[config.mk]
export PLATFORM = sky130hd
export DESIGN_NAME = result_merger
export DESIGN_NICKNAME = d
export VERILOG_FILES = /design/src/rtl/result_pkg.sv /design/src/rtl/result_fifo.sv /design/src/rtl/result_merger.sv
export SDC_FILE = /design/constraint.sdc
export NUM_CORES = 1
export LEC_CHECK = 0
export CAP_MARGIN = 20
export CORE_MARGIN = 2
export CORE_UTILIZATION = 45
export DETAILED_ROUTE_END_ITERATION = 12
export SLEW_MARGIN = 20
export SYNTH_ARGS = -nofsm -noshare
export SYNTH_HDL_FRONTEND = slang
export SYNTH_SLANG_ARGS = --single-unit
[constraint.sdc]
create_clock -name clk -period 5.3 [get_ports clk]
set_clock_uncertainty 0.15 [all_clocks]
set_input_delay 1.59 -clock clk [delete_from_list [all_inputs] [get_ports clk]]
set_output_delay 1.59 -clock clk [all_outputs]
set_load 0.02 [all_outputs]
[src/rtl/result_pkg.sv]
// rtl/result_pkg.sv - shared types and constants for the result merger
package result_pkg;

  // Default rule-id width, matching the solver output
  localparam int RULE_ID_W = 14;

  // Buffered result width: match bit plus rule id
  localparam int RES_W = RULE_ID_W + 1;

  // Buffered result entry, match bit in the MSB
  typedef struct packed {
    logic                 matched;
    logic [RULE_ID_W-1:0] rule_id;
  } entry_t;

  // Source lane encoding on out_lane
  localparam logic LANE1 = 1'b0;
  localparam logic LANE2 = 1'b1;

endpackage

[src/rtl/result_fifo.sv]
// rtl/result_fifo.sv - synchronous per-lane result FIFO, push and pop legal together when full
module result_fifo #(
  parameter int DEPTH = 8,
  parameter int WIDTH = 15
) (
  input  logic             clk,
  input  logic             rst,
  input  logic             push,
  input  logic [WIDTH-1:0] push_data,
  input  logic             pop,
  output logic [WIDTH-1:0] pop_data,
  output logic             full,
  output logic             empty
);

  localparam int AW = $clog2(DEPTH);
  localparam logic [AW:0] FULL_CNT = (AW+1)'(DEPTH);

  logic [WIDTH-1:0] mem [DEPTH];
  logic [AW-1:0]    wr_ptr;
  logic [AW-1:0]    rd_ptr;
  logic [AW:0]      count;
  logic             do_push;
  logic             do_pop;

  // A pop frees a slot on the same edge, so a full FIFO can still accept a push
  assign do_pop   = pop && !empty;
  assign do_push  = push && (!full || do_pop);
  assign full     = (count == FULL_CNT);
  assign empty    = (count == '0);
  assign pop_data = mem[rd_ptr];

  // Pointer and occupancy tracking; depth is a power of two so pointers wrap naturally
  always_ff @(posedge clk or posedge rst) begin
    if (rst) begin
      wr_ptr <= '0;
      rd_ptr <= '0;
      count  <= '0;
    end else begin
      if (do_push) wr_ptr <= wr_ptr + AW'(1);
      if (do_pop)  rd_ptr <= rd_ptr + AW'(1);
      case ({do_push, do_pop})
        2'b10:   count <= count + (AW+1)'(1);
        2'b01:   count <= count - (AW+1)'(1);
        default: count <= count;
      endcase
    end
  end

  // Storage array; contents are don't-care until written, so no reset
  always_ff @(posedge clk) begin
    if (do_push) mem[wr_ptr] <= push_data;
  end

endmodule

[src/rtl/result_merger.sv]
// rtl/result_merger.sv - buffers two solver lanes and round-robin merges them into one result stream
module result_merger
  import result_pkg::*;
#(
  parameter int RULE_ID    = 14,
  parameter int FIFO_DEPTH = 8,
  parameter int CNT_W      = 32
) (
  input  logic               clk,
  input  logic               RST,
  input  logic [RULE_ID-1:0] rule_id1,
  input  logic               is_matched1,
  input  logic               data_valid_in1,
  input  logic [RULE_ID-1:0] rule_id2,
  input  logic               is_matched2,
  input  logic               data_valid_in2,
  output logic [RULE_ID-1:0] out_rule_id,
  output logic               out_matched,
  output logic               out_lane,
  output logic               out_valid,
  input  logic               out_ready,
  output logic               overflow1,
  output logic               overflow2,
  input  logic               clr_stats,
  output logic [CNT_W-1:0]   hit_cnt,
  output logic [CNT_W-1:0]   miss_cnt
);

  localparam int W = RULE_ID + 1;

  logic [W-1:0] head1;
  logic [W-1:0] head2;
  logic         full1;
  logic         full2;
  logic         empty1;
  logic         empty2;
  logic         pop1;
  logic         pop2;
  logic         load;
  logic         handshake;
  logic         drop1;
  logic         drop2;
  logic         rr_ptr;

  // Output register may take a new result when empty or being consumed this edge
  assign load      = !out_valid || out_ready;
  assign handshake = out_valid && out_ready;

  // Arbitration on registered FIFO state only; round-robin breaks ties
  assign pop1 = load && !empty1 && (empty2 || rr_ptr == LANE1);
  assign pop2 = load && !empty2 && (empty1 || rr_ptr == LANE2);

  // Solver lanes cannot be stalled: a write into a full FIFO with no pop is lost
  assign drop1 = data_valid_in1 && full1 && !pop1;
  assign drop2 = data_valid_in2 && full2 && !pop2;

  result_fifo #(
    .DEPTH (FIFO_DEPTH),
    .WIDTH (W)
  ) u_fifo1 (
    .clk       (clk),
    .rst       (RST),
    .push      (data_valid_in1),
    .push_data ({is_matched1, rule_id1}),
    .pop       (pop1),
    .pop_data  (head1),
    .full      (full1),
    .empty     (empty1)
  );

  result_fifo #(
    .DEPTH (FIFO_DEPTH),
    .WIDTH (W)
  ) u_fifo2 (
    .clk       (clk),
    .rst       (RST),
    .push      (data_valid_in2),
    .push_data ({is_matched2, rule_id2}),
    .pop       (pop2),
    .pop_data  (head2),
    .full      (full2),
    .empty     (empty2)
  );

  // Output register and round-robin pointer; pointer advances only on a contended pop
  always_ff @(posedge clk or posedge RST) begin
    if (RST) begin
      out_rule_id <= '0;
      out_matched <= 1'b0;
      out_lane    <= LANE1;
      out_valid   <= 1'b0;
      rr_ptr      <= LANE1;
    end else if (load) begin
      if (pop1) begin
        {out_matched, out_rule_id} <= head1;
        out_lane                   <= LANE1;
        out_valid                  <= 1'b1;
        if (!empty2) rr_ptr <= LANE2;
      end else if (pop2) begin
        {out_matched, out_rule_id} <= head2;
        out_lane                   <= LANE2;
        out_valid                  <= 1'b1;
        if (!empty1) rr_ptr <= LANE1;
      end else begin
        out_valid <= 1'b0;
      end
    end
  end

  // Delivered hit/miss counters, saturating; clear beats a same-edge increment
  always_ff @(posedge clk or posedge RST) begin
    if (RST) begin
      hit_cnt  <= '0;
      miss_cnt <= '0;
    end else if (clr_stats) begin
      hit_cnt  <= '0;
      miss_cnt <= '0;
    end else if (handshake) begin
      if (out_matched) begin
        if (hit_cnt != '1) hit_cnt <= hit_cnt + CNT_W'(1);
      end else begin
        if (miss_cnt != '1) miss_cnt <= miss_cnt + CNT_W'(1);
      end
    end
  end

  // Sticky drop flags; a new drop beats a same-edge clear
  always_ff @(posedge clk or posedge RST) begin
    if (RST) begin
      overflow1 <= 1'b0;
      overflow2 <= 1'b0;
    end else begin
      if (drop1)          overflow1 <= 1'b1;
      else if (clr_stats) overflow1 <= 1'b0;
      if (drop2)          overflow2 <= 1'b1;
      else if (clr_stats) overflow2 <= 1'b0;
    end
  end

endmodule

**After elaboration in Yosys (flattened, before gate mapping)**

Memories as Yosys holds them, arrays and structs flattened.
Index checks and enable logic that the tools add are counted.

- Bits in registers: 104
- RAM bits: 240
- Input port bits: 36
- Output and inout port bits: 83
- Memories kept: 2

Memory list:

| name | depth | bits a word | read ports | clocked after Yosys merged registers in | write ports | RTL line | source |
|---|---|---|---|---|---|---|---|
| u_fifo1.mem | 8 | 15 | 1 | 0 | 1 | result_fifo.sv:19 | `logic [WIDTH-1:0] mem [DEPTH];` |
| u_fifo2.mem | 8 | 15 | 1 | 0 | 1 | result_fifo.sv:19 |  |

- Add/subtract/negate cells: 10
- Eq/ne operators: 11
- Muxes and demuxes: 29
- Bitwise operators: 1
- Reductions and logical operators: 40

Operator list:

| kind | count |
|---|---|
| $mux 32 | 8 |
| $add 32x1->32 const B | 2 |
| $ne 32x32->1 const B | 2 |
| $mux 14 | 2 |
| $reduce_bool 2->1 | 9 |
| $mux 1 | 17 |
| $pmux 4 s2 | 2 |
| $logic_and 1x1->1 | 13 |
| $add 3x1->3 const B | 4 |
| $add 4x1->4 const B | 2 |
| $eq 4x4->1 const B | 2 |
| $logic_not 4->1 | 2 |
| $sub 4x1->4 const B | 2 |
| $logic_not 1->1 | 7 |
| $reduce_and 3->1 | 2 |
| $logic_or 1x1->1 | 5 |
| $eq 2x1->1 const B | 2 |
| $eq 2x2->1 const B | 2 |
| $ne 2x1->1 const B | 2 |
| $reduce_and 4->1 | 1 |
| $ne 2x2->1 const B | 1 |
| $reduce_and 2->1 | 1 |
| $not 1->1 | 1 |

**Longest topological paths before layout**

- Depth after elaboration: 9
- Gate-level depth with buffers: 13
- Mapped depth without buffers: 11

**Cells and area by module**

Synthesis repeated with hierarchy kept, for this count alone.

- Cell total of the unflattened synthesis: 973
- Area, all modules: 14896.8 um^2

By module, submodules not included:

| module | instances | cells each | area an instance (um^2) |
|---|---|---|---|
| result_fifo | 2 | 245 | 5165.0 |
| result_merger | 1 | 483 | 4566.9 |

**Worst setup path before layout**

OpenSTA, ideal clock, no wires.

- Kind: input-to-reg
- From: in out_ready
- To: mem u_fifo2.mem[4][0] (enable)
- Setup time: 0.431 ns
- Arrival time: 4.136 ns
- Required time: 4.719 ns
- Slack: 0.582 ns
- Stages on the path: 6
- Path buffers: 1
- Path through: nand2b_1 -> o211ai_1 -> and3_1 -> nand2b_1 -> buf_2 -> nor4b_1

- Longest elaborated chain between the ends: 8

Ends and longest elaborated chain:

| item | RTL line | source |
|---|---|---|
| start: declaration | result_merger.sv:21 | `input logic out_ready,` |
| $logic_or 1x1->1 | result_merger.sv:46 | `assign load = !out_valid \|\| out_ready;` |
| $logic_and 1x1->1 (2 in series) | result_merger.sv:51 | `assign pop2 = load && !empty2 && (empty1 \|\| rr_ptr == LANE2);` |
| $logic_and 1x1->1 | result_fifo.sv:27 | `assign do_pop = pop && !empty;` |
| $logic_or 1x1->1 | result_fifo.sv:28 | `assign do_push = push && (!full \|\| do_pop);` |
| $logic_and 1x1->1 | result_fifo.sv:28 |  |
| $mux 1 | result_fifo.sv:52 | `if (do_push) mem[wr_ptr] <= push_data;` |
| $mux 1 (not written as such) | result_fifo.sv:52 |  |
| end: declaration | result_fifo.sv:19 |  |

No other way between the ends.

**Worst setup path in the final report**

- From: in out_ready
- To: reg u_fifo1.count[3]

- Longest elaborated chain between the ends: 8
- Elaborated cells between the ends (all ways): 10
- Those cells by class: eq/ne (2); mux (1); reduce/logical (7)

Ends and longest elaborated chain:

| item | RTL line | source |
|---|---|---|
| $logic_or 1x1->1 * | result_merger.sv:46 |  |
| $logic_and 1x1->1 * (2 in series) | result_merger.sv:50 | `assign pop1 = load && !empty1 && (empty2 \|\| rr_ptr == LANE1);` |
| $logic_and 1x1->1 * | result_fifo.sv:27 |  |
| $logic_or 1x1->1 | result_fifo.sv:28 |  |
| $logic_and 1x1->1 | result_fifo.sv:28 |  |
| $eq 2x1->1 or $eq 2x2->1 (tied branches) | result_fifo.sv:42 | `case ({do_push, do_pop})` |
| $pmux 4 s2 or $reduce_bool 2->1 (tied branches) | n/a |  |
| end signal: assignment | result_fifo.sv:43 | `2'b10: count <= count + (AW+1)'(1);` |
| end signal: assignment | result_fifo.sv:44 | `2'b01: count <= count - (AW+1)'(1);` |
| end signal: assignment | result_fifo.sv:45 | `default: count <= count;` |
| end: declaration | result_fifo.sv:22 | `logic [AW:0] count;` |

Every way passes the cells marked *; elsewhere a longest branch is shown, timed or not.
A chain may end at the register's enable or synchronous reset.

==> metrics.md <==
| Metric | Value |
|---|---|
| Status | `finished clean` |
| Clk_lat worst skew | `530 ps` |
| Area of the die | `~0.034 mm2` |
| Initial antenna violation count | `0` |
| Routed wire length | `30600 um` |
| Routability Congestion | `around 0.8` |
| Post-CTS setup repair buffer count | `0` |
| Core area | `0.0316 mm2` |
| Delay-heaviest family, CP | `compound AO/OA/AOI/OAI gates` |
| Setup TNS Final | `0 ps` |
| Worst EP required | `between 5000 and 6000 ps` |
| Crit path kind | `in2reg` |
| Async SR Flop Fraction | `30.2%` |
| Seq cells post-synth | `between 300 and 400` |
| Post-synth top area share | `between 40% and 50%` |
| DPL Wire Length | `19000 um` |
| CTS root buf | `clkbuf_16` |
| Post-layout util | `between 50% and 60%` |
| Sequential share of the synthesized area | `67.6%` |
| Pleak | `~0.0061 uW` |
| Worst Hold Launch | `u_fifo2.count[3]$_DFFE_PP0P_` |
| Max-slew violations | `0` |
| Row cnt | `65` |
| CTS H-tree lvls | `2` |
| Drt first pass iters | `5` |
| Clock buffer depth | `3` |
| Pwr dens | `roughly 470 mW/mm2` |
| R2R Setup Slk | `approximately 1800 ps` |
| CTS tree | `yes` |
| Yosys warning count | `0` |
| Syn Area/Cell | `~15 um2` |
| Crit end category | `flip-flop` |
| Num CTS Buffers | `38` |
| Critical path peak fanout | `6` |
| CP Launch Type | `input pin` |
| Leading area contributor after synthesis | `edfxtp_1` |
| Post-cts repair resize count | `0` |
| Die Y | `around 180 um` |
| Post-synth EDFFs | `between 200 and 250` |
| Reg clk slew, reported paths | `approximately 60 ps` |
| Layout cell share with drive strength beyond 1 | `~16%` |
| Most used DFF post-synth | `edfxtp_1` |
| Via count | `8664` |
| Mapped Area | `between 0.01 and 0.015 mm2` |
| Ant diodes | `0` |
| Final worst path period share | `79.4%` |
| Initial DRC Count | `roughly 700` |
| Critical path buffers and inverters | `3` |
| Synth cell count leaders | `edfxtp_1 (240), dfrtp_1 (104), mux4_2 (60)` |
| Reg-to-reg critical path startpoint | `u_fifo2.count[0]$_DFFE_PP0P_` |
| Largest cells by area after synthesis | `edfxtp_1 (50%), dfrtp_1 (18%), mux4_2 (9.3%)` |
| Placed Area | `roughly 0.016 mm2` |
| Synth-to-layout area growth | `20.6%` |
| DRC viols | `0` |
| GRT overflow | `0` |
| Max Freq | `about 240 MHz` |
| Final setup vio count | `0` |
| Total track usage | `18.6%` |
| I/O Buffers | `around 120` |
| Hold crit path type | `reg2reg` |
| CP startpoint | `out_ready` |
| Initial Util | `between 40% and 50%` |
| Worst slew pin tran | `around 1100 ps` |
| Final Hold Vio Count | `0` |
| CP arrival | `approximately 4500 ps` |
| Global-route wire length before repair | `48500 um` |
| Relative slew slack | `around 28%` |
| Routed WL per cell | `about 20 um` |
| Synth Instances | `roughly 950` |
| Fill count | `between 2000 and 3000` |
| Critical Path Max Stage Delay | `a little under 600 ps` |
| Most frequent cell after synthesis | `edfxtp_1` |
| CP max-delay cell | `clkdlybuf4s50_1` |
| Fin nets | `1145` |
| Largest net degree at the start of global routing | `69` |
| Via/cell ratio | `between 5 and 6` |
| Max-capacitance violation count | `0` |
| Critical path, cell by cell | `clkdlybuf4s50_1 -> inv_1 -> a221o_1 -> a31oi_2 -> inv_1 -> ha_1 -> ha_1 -> a21o_1 -> a21oi_1 -> xnor2_1 -> nor2_1 -> xor2_1` |
| Unrepaired setup endpoints after global routing | `false` |
| Yosys cell types | `57` |
| Hold_buf cts | `0` |
| VDD IR max | `329 uV` |
| Area of the multi-input gates | `about 0.0045 mm2` |
| Io pins | `119` |
| Final Critical Period | `between 4000 and 5000 ps` |
| Post-route cell area | `approximately 0.017 mm2` |
| Remaining antenna violation count after routing | `0` |
| Vias in the first global route | `roughly 8600` |
| Clk sinks | `about 340` |
| Chip width | `~180 um` |
| Post-Synthesis Net Count | `approximately 1000` |
| Register area | `0.00981 mm2` |
## metrics by stage
step | worst slack [ps] | cells | power [uW] | hold WS, ps
detailed placement | 562 | 1458 | 5890 | 321
CTS | 1100 | 1528 | 8380 | 334
finish | 1090 | 1528 | 8250 | 334
global placement | 614 | 1458 | 5860 | 320
global route | 884 | 1528 | 8690 | 361
floorplan | 582 | 948 | 5100 | 297
## cell type report
| type | instances | area share, % |
|---|---|---|
| clock buffers | 51 | 5.96 |
| flip-flops and latches | 344 | 56.1 |
| inverters | 22 | 0.486 |
| clock inverters | 19 | 0.751 |
| multi-input cells | 542 | 25.8 |
| well taps | 402 | 2.87 |
| repair buffers | 148 | 8.01 |
## state kept, by name (all words and copies together), names as in the netlist, 3 cells and up
name	cells
u_fifo2.wr_ptr	3
hit_cnt	32
u_fifo1.rd_ptr	3
out_rule_id	14
u_fifo1.wr_ptr	3
u_fifo2.rd_ptr	3
u_fifo1.mem	120
miss_cnt	32
u_fifo2.mem	120
u_fifo1.count	4
u_fifo2.count	4
## cell usage in the layout, fill, tap and decap left out, drive strengths merged, types with 15 or more instances in the layout
| cell | netlist | routed |
|---|---|---|
| mux4 | 60 | 60 |
| xnor2 | 18 | 18 |
| nand2 | 49 | 49 |
| clkbuf | 28 | 51 |
| or4 | 27 | 27 |
| a21oi | 58 | 58 |
| mux2i | 32 | 32 |
| nand4 | 19 | 19 |
| dfrtp | 104 | 104 |
| clkdlybuf4s50 | 0 | 117 |
| o31ai | 20 | 20 |
| or3 | 24 | 24 |
| o21ai | 43 | 43 |
| nand3 | 23 | 23 |
| edfxtp | 240 | 240 |
| nor2 | 46 | 46 |
| inv | 22 | 22 |
| clkinv | 0 | 17 |
| buf | 12 | 31 |
| xor2 | 15 | 15 |
## layer usage
metal,wire length (um),track usage [%]
met4,575,4.48
met2,14400,30.1
met1,14100,26.5
met3,1520,3.15
met5,0,0
## worst register-to-register path: stages (launching register included)
cell and delay [ps]:
dfrtp_1 440, or4_1 610, a221o_1 350, a31oi_2 390, inv_1 200, ha_1 280
ha_1 270, a21o_1 180, a21oi_1 160, xnor2_1 130, nor2_1 60, xor2_1 140
## power by group
group	switching, uW	internal [uW]	total (uW)
sequential	413	3330	3740
combinational	1020	1020	2040
clock	1030	1430	2470
## cells by family after synthesis
group	Yosys count	share of synthesized area (%)
AOI/OAI and AO/OA	143	5.80
buffers and inverters	62	1.76
xor gates and xnor gates	33	1.99
DFF	344	67.6
and+or+nand+nor	255	9.70
adders and majority gates	13	1.17
muxes	98	12.0
## worst paths after layout
kind,end,depth (start not counted)
max,u_fifo1.count[3]$_DFFE_PP0P_,12
min,u_fifo2.count[3]$_DFFE_PP0P_,1
max reg2reg,u_fifo1.count[3]$_DFFE_PP0P_,11
min reg2reg,u_fifo2.count[3]$_DFFE_PP0P_,1
max in group asynchronous,hit_cnt[14]$_DFFE_PP0P_,3
min in group asynchronous,hit_cnt[26]$_DFFE_PP0P_,2
No activity file was read; power rests on OpenSTA's default activity.
